[src/rtl/am_iq_modulator_pkg.sv]
// Shared constants for the AM I/Q modulator: CORDIC arctangent table,
// gain-compensation constant and the control state encoding.
package am_mod_pkg;

  localparam int ANGLE_W    = 16;
  localparam int Z_W        = 17;
  localparam int GAIN_MUL   = 311;
  localparam int GAIN_SHIFT = 9;

  typedef enum logic [1:0] {
    ST_IDLE   = 2'd0,
    ST_PREP   = 2'd1,
    ST_ROTATE = 2'd2,
    ST_OUT    = 2'd3
  } state_t;

  // atan(2^-i) in units where 65536 = 2*pi
  function automatic logic [15:0] atan_lut(input logic [3:0] idx);
    case (idx)
      4'd0:    atan_lut = 16'd8192;
      4'd1:    atan_lut = 16'd4836;
      4'd2:    atan_lut = 16'd2555;
      4'd3:    atan_lut = 16'd1297;
      4'd4:    atan_lut = 16'd651;
      4'd5:    atan_lut = 16'd326;
      4'd6:    atan_lut = 16'd163;
      4'd7:    atan_lut = 16'd81;
      4'd8:    atan_lut = 16'd41;
      4'd9:    atan_lut = 16'd20;
      4'd10:   atan_lut = 16'd10;
      4'd11:   atan_lut = 16'd5;
      4'd12:   atan_lut = 16'd3;
      4'd13:   atan_lut = 16'd1;
      default: atan_lut = 16'd0;
    endcase
  endfunction

endpackage

[src/rtl/am_iq_modulator_if.sv]
// Sample-in / I-Q-out bundle of the AM I/Q modulator, with status flags.
interface am_iq_modulator_if #(
  parameter int PHASE_W = 24,
  parameter int DW      = 12
);
  logic signed [DW-1:0]      audio_in;
  logic                      audio_valid;
  logic        [PHASE_W-1:0] phase_inc;
  logic        [7:0]         mod_depth;
  logic        [DW-1:0]      carrier_level;
  logic signed [DW-1:0]      I_out;
  logic signed [DW-1:0]      Q_out;
  logic                      out_valid;
  logic                      busy;
  logic                      overrun;
  logic                      clip;

  modport master (
    output audio_in, audio_valid, phase_inc, mod_depth, carrier_level,
    input  I_out, Q_out, out_valid, busy, overrun, clip
  );

  modport slave (
    input  audio_in, audio_valid, phase_inc, mod_depth, carrier_level,
    output I_out, Q_out, out_valid, busy, overrun, clip
  );
endinterface

[src/rtl/am_iq_modulator_cordic_rot_seq.sv]
// Sequential rotation-mode CORDIC: quadrant fold on start, then one
// micro-rotation per clock; done is high during the final iteration.
module cordic_rot_seq
  import am_mod_pkg::*;
#(
  parameter int XW   = 15,
  parameter int ITER = 12
) (
  input  logic                  clk,
  input  logic                  rst,
  input  logic                  start,
  input  logic signed [XW-1:0]  x_init,
  input  logic [ANGLE_W-1:0]    angle,
  output logic                  done,
  output logic signed [XW-1:0]  x_res,
  output logic signed [XW-1:0]  y_res
);
  logic signed [XW-1:0]  x_reg, y_reg;
  logic signed [Z_W-1:0] z_reg;
  logic [3:0]            iter_reg;
  logic                  run_reg;

  logic                  fold;
  logic [ANGLE_W-1:0]    angle_f;
  logic signed [XW-1:0]  x_sh, y_sh;
  logic signed [Z_W-1:0] atan_ext;

  // Angles in the left half-plane are rotated by 180 deg up front so the
  // residual stays within the +-90 deg CORDIC convergence range.
  assign fold     = angle[ANGLE_W-1] ^ angle[ANGLE_W-2];
  assign angle_f  = fold ? angle + 16'h8000 : angle;
  assign x_sh     = x_reg >>> iter_reg;
  assign y_sh     = y_reg >>> iter_reg;
  assign atan_ext = {1'b0, atan_lut(iter_reg)};
  assign done     = run_reg && (iter_reg == 4'(ITER - 1));
  assign x_res    = x_reg;
  assign y_res    = y_reg;

  always_ff @(posedge clk) begin
    if (rst) begin
      x_reg    <= '0;
      y_reg    <= '0;
      z_reg    <= '0;
      iter_reg <= '0;
      run_reg  <= 1'b0;
    end else if (start) begin
      x_reg    <= fold ? -x_init : x_init;
      y_reg    <= '0;
      z_reg    <= {angle_f[ANGLE_W-1], angle_f};
      iter_reg <= '0;
      run_reg  <= 1'b1;
    end else if (run_reg) begin
      if (z_reg[Z_W-1]) begin
        x_reg <= x_reg + y_sh;
        y_reg <= y_reg - x_sh;
        z_reg <= z_reg + atan_ext;
      end else begin
        x_reg <= x_reg - y_sh;
        y_reg <= y_reg + x_sh;
        z_reg <= z_reg - atan_ext;
      end
      iter_reg <= iter_reg + 4'd1;
      if (done) run_reg <= 1'b0;
    end
  end

endmodule

[src/rtl/am_iq_modulator.sv]
// AM I/Q modulator: builds the envelope carrier + depth*audio, advances the
// NCO and rotates the envelope by the NCO phase to give signed I/Q.
module am_iq_modulator
  import am_mod_pkg::*;
#(
  parameter int PHASE_W = 24,
  parameter int ITER    = 12,
  parameter int DW      = 12
) (
  input  logic           clk,
  input  logic           rst,
  am_iq_modulator_if.slave bus
);
  localparam int XW = DW + 3;
  localparam int EW = 24;
  localparam logic signed [EW-1:0] ENV_MAX = EW'((1 << (DW - 1)) - 1);
  localparam logic signed [XW-1:0] SAT_POS = XW'((1 << (DW - 1)) - 1);
  localparam logic signed [XW-1:0] SAT_NEG = -SAT_POS;

  state_t                 state_reg, state_next;
  logic [PHASE_W-1:0]     acc_reg;
  logic [ANGLE_W-1:0]     theta_reg;
  logic [DW-2:0]          env_reg;
  logic signed [DW-1:0]   i_reg, q_reg;
  logic                   out_valid_reg, overrun_reg, clip_reg;

  logic                   accept, drop, busy, start, done;
  logic signed [EW-1:0]   audio_ext, depth_ext, carrier_ext, prod, env_full;
  logic                   env_lo, env_hi;
  logic [DW-2:0]          env_sat;
  logic [EW-1:0]          gain_prod;
  logic signed [XW-1:0]   x_init, x_res, y_res;
  logic signed [XW-1:0]   res [2];
  logic signed [DW-1:0]   sat [2];
  logic [1:0]             hit;

  // Envelope at full width so negative or overlarge values can be detected.
  assign audio_ext   = {{(EW-DW){bus.audio_in[DW-1]}}, bus.audio_in};
  assign depth_ext   = {{(EW-8){1'b0}}, bus.mod_depth};
  assign carrier_ext = {{(EW-DW){1'b0}}, bus.carrier_level};
  assign prod        = audio_ext * depth_ext;
  assign env_full    = carrier_ext + (prod >>> 7);
  assign env_lo      = env_full[EW-1];
  assign env_hi      = !env_lo && (env_full > ENV_MAX);
  assign env_sat     = env_lo ? '0 : (env_hi ? '1 : env_full[DW-2:0]);

  // Pre-scale by ~1/K so the CORDIC gain restores the envelope amplitude.
  assign gain_prod = {{(EW-DW+1){1'b0}}, env_reg} * EW'(GAIN_MUL);
  assign x_init    = XW'(gain_prod >> GAIN_SHIFT);

  cordic_rot_seq #(.XW(XW), .ITER(ITER)) u_cordic (
    .clk    (clk),
    .rst    (rst),
    .start  (start),
    .x_init (x_init),
    .angle  (theta_reg),
    .done   (done),
    .x_res  (x_res),
    .y_res  (y_res)
  );

  assign res[0] = x_res;
  assign res[1] = y_res;

  genvar gi;
  for (gi = 0; gi < 2; gi++) begin : g_sat
    assign hit[gi] = (res[gi] > SAT_POS) || (res[gi] < SAT_NEG);
    assign sat[gi] = (res[gi] > SAT_POS) ? SAT_POS[DW-1:0] :
                     (res[gi] < SAT_NEG) ? SAT_NEG[DW-1:0] : res[gi][DW-1:0];
  end

  always_comb begin
    state_next = state_reg;
    busy       = (state_reg == ST_PREP) || (state_reg == ST_ROTATE);
    accept     = bus.audio_valid && !busy;
    drop       = bus.audio_valid && busy;
    start      = (state_reg == ST_PREP);
    unique case (state_reg)
      ST_IDLE:   if (accept) state_next = ST_PREP;
      ST_PREP:   state_next = ST_ROTATE;
      ST_ROTATE: if (done) state_next = ST_OUT;
      ST_OUT:    state_next = accept ? ST_PREP : ST_IDLE;
      default:   state_next = ST_IDLE;
    endcase
  end

  always_ff @(posedge clk) begin
    if (rst) begin
      state_reg     <= ST_IDLE;
      acc_reg       <= '0;
      theta_reg     <= '0;
      env_reg       <= '0;
      i_reg         <= '0;
      q_reg         <= '0;
      out_valid_reg <= 1'b0;
      overrun_reg   <= 1'b0;
      clip_reg      <= 1'b0;
    end else begin
      state_reg     <= state_next;
      out_valid_reg <= (state_reg == ST_OUT);
      if (accept) begin
        env_reg   <= env_sat;
        theta_reg <= acc_reg[PHASE_W-1 -: ANGLE_W];
        acc_reg   <= acc_reg + bus.phase_inc;
        if (env_lo || env_hi) clip_reg <= 1'b1;
      end
      if (drop) overrun_reg <= 1'b1;
      if (state_reg == ST_OUT) begin
        i_reg <= sat[0];
        q_reg <= sat[1];
        if (|hit) clip_reg <= 1'b1;
      end
    end
  end

  assign bus.I_out     = i_reg;
  assign bus.Q_out     = q_reg;
  assign bus.out_valid = out_valid_reg;
  assign bus.busy      = busy;
  assign bus.overrun   = overrun_reg;
  assign bus.clip      = clip_reg;

endmodule

[src/flat_wrapper.sv]
// flat-port wrapper written by rule: the top's interface ports become plain ports
module am_iq_modulator_flat import am_mod_pkg::*;
#(
  parameter int PHASE_W = 24,
  parameter int ITER    = 12,
  parameter int DW      = 12
)
  (clk, rst, bus_audio_in, bus_audio_valid, bus_phase_inc, bus_mod_depth, bus_carrier_level, bus_I_out, bus_Q_out, bus_out_valid, bus_busy, bus_overrun, bus_clip);
  am_iq_modulator_if #(.PHASE_W(PHASE_W), .DW(DW)) bus_i ();
  input  logic clk;
  input  logic rst;
  input wire logic [$bits(bus_i.audio_in)-1:0] bus_audio_in;
  input wire logic [$bits(bus_i.audio_valid)-1:0] bus_audio_valid;
  input wire logic [$bits(bus_i.phase_inc)-1:0] bus_phase_inc;
  input wire logic [$bits(bus_i.mod_depth)-1:0] bus_mod_depth;
  input wire logic [$bits(bus_i.carrier_level)-1:0] bus_carrier_level;
  output wire logic [$bits(bus_i.I_out)-1:0] bus_I_out;
  output wire logic [$bits(bus_i.Q_out)-1:0] bus_Q_out;
  output wire logic [$bits(bus_i.out_valid)-1:0] bus_out_valid;
  output wire logic [$bits(bus_i.busy)-1:0] bus_busy;
  output wire logic [$bits(bus_i.overrun)-1:0] bus_overrun;
  output wire logic [$bits(bus_i.clip)-1:0] bus_clip;
  assign bus_i.audio_in = bus_audio_in;
  assign bus_i.audio_valid = bus_audio_valid;
  assign bus_i.phase_inc = bus_phase_inc;
  assign bus_i.mod_depth = bus_mod_depth;
  assign bus_i.carrier_level = bus_carrier_level;
  assign bus_I_out = bus_i.I_out;
  assign bus_Q_out = bus_i.Q_out;
  assign bus_out_valid = bus_i.out_valid;
  assign bus_busy = bus_i.busy;
  assign bus_overrun = bus_i.overrun;
  assign bus_clip = bus_i.clip;
  am_iq_modulator #(.PHASE_W(PHASE_W), .ITER(ITER), .DW(DW)) u_core (.clk(clk), .rst(rst), .bus(bus_i));
endmodule
[config.mk]
export PLATFORM = sky130hd
export DESIGN_NAME = am_iq_modulator_flat
export DESIGN_NICKNAME = d
export VERILOG_FILES = /design/src/rtl/am_iq_modulator_pkg.sv /design/src/rtl/am_iq_modulator_if.sv /design/src/rtl/am_iq_modulator_cordic_rot_seq.sv /design/src/rtl/am_iq_modulator.sv /design/src/flat_wrapper.sv
export SDC_FILE = /design/constraint.sdc
export NUM_CORES = 1
export LEC_CHECK = 0
export CORE_ASPECT_RATIO = 0.9
export CORE_MARGIN = 5
export CORE_UTILIZATION = 35
export CTS_CLUSTER_SIZE = 40
export DETAILED_ROUTE_END_ITERATION = 12
export SETUP_SLACK_MARGIN = 0.5
export SLEW_MARGIN = 20
export SYNTH_ARGS = -nofsm -noshare
export SYNTH_HDL_FRONTEND = slang
export SYNTH_SLANG_ARGS = --single-unit
export TNS_END_PERCENT = 50
[constraint.sdc]
create_clock -name clk -period 11.8 [get_ports clk]
set_input_delay 2.36 -clock clk [delete_from_list [all_inputs] [get_ports clk]]
set_output_delay 2.36 -clock clk [all_outputs]
set_load 0.02 [all_outputs]
==> reports/results.tsv <==
stage	metric	value	unit
outcome	status	complete, no violations	
logic_synthesis	Synth cell types	80	
critical_path	Worst path max stage delay	0.75	ns
placement	I/O Buffers	86	
logic_synthesis	Synth Warn #	0	
clocking	worst-skew pair later-pin latency	0.45	ns
clocking	Post-CTS Setup Repair Bufs	0	
floorplan	FP Rows	76	
layout	P&R area growth vs syn	11.6	%
floorplan	num ports	87	
layout	Post-layout nets	2416	
logic_synthesis	synthesized area per cell	8.25	um2
grt	first-pass GRT wire length	66.8	mm
critical_path	Setup crit start kind	primary input	
sta	total negative slack	0	ns
drt	total wire length	39.6	mm
clocking	CTS Sinks	146	
sta	f_max	0.104	GHz
sta	Least-Margin Pin Slew	1.02	ns
sta	Setup Skew	0.0162	ns
drt	residual DRC count	0	
critical_path	Max Fanout on Critical Path	12	
grt	number of global-route vias before repair	13800	
logic_synthesis	register area share after synthesis	17.4	%
sta	minimum clock period	9.59	ns
min_path	worst hold start	u_core.theta_reg[4]$_SDFFE_PP0P_	
logic_synthesis	Yosys reg bits	146	
drt	1st-iter DRT viols	744	
grt	largest net degree at the start of global routing	93	
clocking	CTS resizes	0	
placement	DPL Wire Length	31.2	mm
floorplan	chip width	241	um
critical_path	crit path capture type	flip-flop	
job	Max-cap violations	0	
clocking	CTS tree	done	
critical_path	Worst R2R End	u_core.u_cordic.x_res[8]$_SDFFE_PP0P_	
min_path	Hold Path End	u_core.theta_reg[4]$_SDFFE_PP0P_	
layout	Antenna Cells	0	
critical_path	reg2reg start	u_core.env_reg[6]$_SDFFE_PP0P_	
critical_path	Worst Reg2Reg Path Length in Cells	23	
grt	overflow left after global routing	0	
layout	max FFs per register	24	
sta	Final Max Tran Viols	0	
layout	share of cells above drive strength 1	4.48	%
logic_synthesis	Main synth FF type	dfxtp_1	
critical_path	critical path type	primary input to flip-flop	
clocking	TritonCTS buffer count	17	
drt	drt via density	5.15	
floorplan	die area	52400	um2
floorplan	Initial Util	35.2	%
sta	RSZ-0062 raised after global routing	false	
critical_path	slowest CP cell	clkdlybuf4s50_1	
clocking	clk slew on worst S/H paths	0.07	ns
grt	initial antenna violation count	2	
floorplan	chip height	218	um
logic_synthesis	Synth Net Count	2385	
sta	Hold WS	0.456	ns
clocking	Clock Tree Root	clkbuf_16	
critical_path	WP data arrival	9.89	ns
clocking	hold-fix buffers at CTS	0	
drt	via count	13900	
sta	Final setup viols	0	
sta	Slew Limit Headroom	31.6	%
logic_synthesis	Post-synth EDFFs	0	
clocking	H-tree levels	4	
min_path	worst hold-check path type	flip-flop to flip-flop	
logic_synthesis	Syn Inst Count	2033	
logic_synthesis	Post-Syn Area	16800	um2
critical_path	Reg2Reg Setup Slack	5.33	ns
sta	Final Hold Fails	0	
logic_synthesis	Post-synth ARST share	0	%
grt	gr usage total	15.1	%
min_path	Hold Path Depth	2	
drt	Final ANT Viol Nets	0	
drt	Pre-antenna DRT Iters	5	
sta	final worst-path cycle share	81.3	%
critical_path	Worst Path Required	12.10	ns
clocking	clk buf depth	2	
placement	Final Wtd Congestion	0.854	
floorplan	core area	47600	um2
drt	wire length per cell after detailed routing	14.6	um
-- how the worst max path moves through the flow --
stage                      from                              end  slack [ns]  cells past startpoint
3_5_place_dp   bus_mod_depth[2]  u_core.env_reg[10]$_SDFFE_PP0P_        1.75                     29
4_1_cts        bus_mod_depth[2]  u_core.env_reg[10]$_SDFFE_PP0P_        2.23                     29
6_report       bus_mod_depth[2]  u_core.env_reg[10]$_SDFFE_PP0P_        2.21                     29
5_1_grt        bus_mod_depth[2]   u_core.env_reg[9]$_SDFFE_PP0P_        1.83                     29
3_3_place_gp   bus_mod_depth[2]  u_core.env_reg[10]$_SDFFE_PP0P_        1.89                     29
2_1_floorplan  bus_mod_depth[2]  u_core.env_reg[10]$_SDFFE_PP0P_        2.78                     29
-- synthesized netlist by cell type (19+ instances only) --
library cell	n	share of area [%]
o211ai_1	27	1.2
xor2_1	64	3.3
mux2i_1	28	1.7
and3_1	19	0.71
ha_1	179	13
nor2b_1	28	1.0
a21oi_1	184	5.5
a31oi_1	23	0.86
clkbuf_1	60	1.3
nor3_1	43	1.3
inv_1	211	4.7
a211oi_1	32	1.4
nand2_1	217	4.9
nand2b_1	37	1.4
xnor2_1	76	4.0
nor2_1	160	3.6
o21ai_0	64	1.9
fa_1	114	14
dfxtp_1	146	17
and2_1	57	2.1
nand3_1	26	0.78
-- metal layers --
layer / vias to the layer above / routed length [um] / part of all wire [%] / global-route usage [%]
met5: - / 21 / 0.053 / 0
met4: 4 / 448 / 1.1 / 3.06
met3: 31 / 1740 / 4.4 / 3.09
met2: 263 / 17600 / 45 / 24.1
met1: 6584 / 19700 / 50 / 21.3
li1: 7034 / - / - / -
-- placed cells by master (no fill, tap or decap), drive strengths merged, types with 46 or more instances in the layout --
cell type,synthesis,final
fa,114,114
xnor2,76,76
nand2,218,218
xor2,64,64
ha,179,179
dfxtp,146,146
clkdlybuf4s50,0,85
and2,58,58
nor2,160,160
a21oi,184,184
nor3,46,46
inv,212,221
o21ai,65,65
-- cell families (layout without fill, tap and decap cells) --
kind of cell	Yosys count	after routing	synth area share, %
AO/OA/AOI/OAI	439	439	16.2
XOR/XNOR	140	140	7.31
buffers and inverters	296	340	7.01
multiplexers	67	67	6.46
flip-flops	146	146	17.4
adder cells (fa/ha/maj)	293	293	27.0
AND/OR/NAND/NOR	652	652	18.6
-- cell type report --
| class | count | area, um2 |
|---|---|---|
| flip-flops and latches | 146 | 2920 |
| repair buffers | 95 | 926 |
| clock inverters | 14 | 163 |
| fillers | 4818 | 28900 |
| clock buffers | 18 | 429 |
| inverters | 213 | 800 |
| multi-input cells | 1591 | 12700 |
| well taps | 624 | 781 |
-- stage by stage --
step           std cells  utilization [%]  cell area [um2]  setup WS (ns)
4_1_cts             2701             39.3            18700           2.23
2_1_floorplan       2033                -            16800           2.78
6_report            2701             39.3            18700           2.21
3_3_place_gp        2669             38.0            18100           1.89
3_5_place_dp        2669             38.0            18100           1.75
5_1_grt             2701             39.3            18700           1.83
-- worst max-delay path: cells and delay by family --
family | cells | cell delay, ns
AND/OR/NAND/NOR | 10 | 2.45
adder cells (fa/ha/maj) | 6 | 2.40
AO/OA/AOI/OAI | 8 | 1.64
buffers and inverters | 4 | 0.89
XOR/XNOR | 1 | 0.14
Power is not shown: default switching activity piles up to over one toggle a cycle in this logic, so the estimate is an artifact.
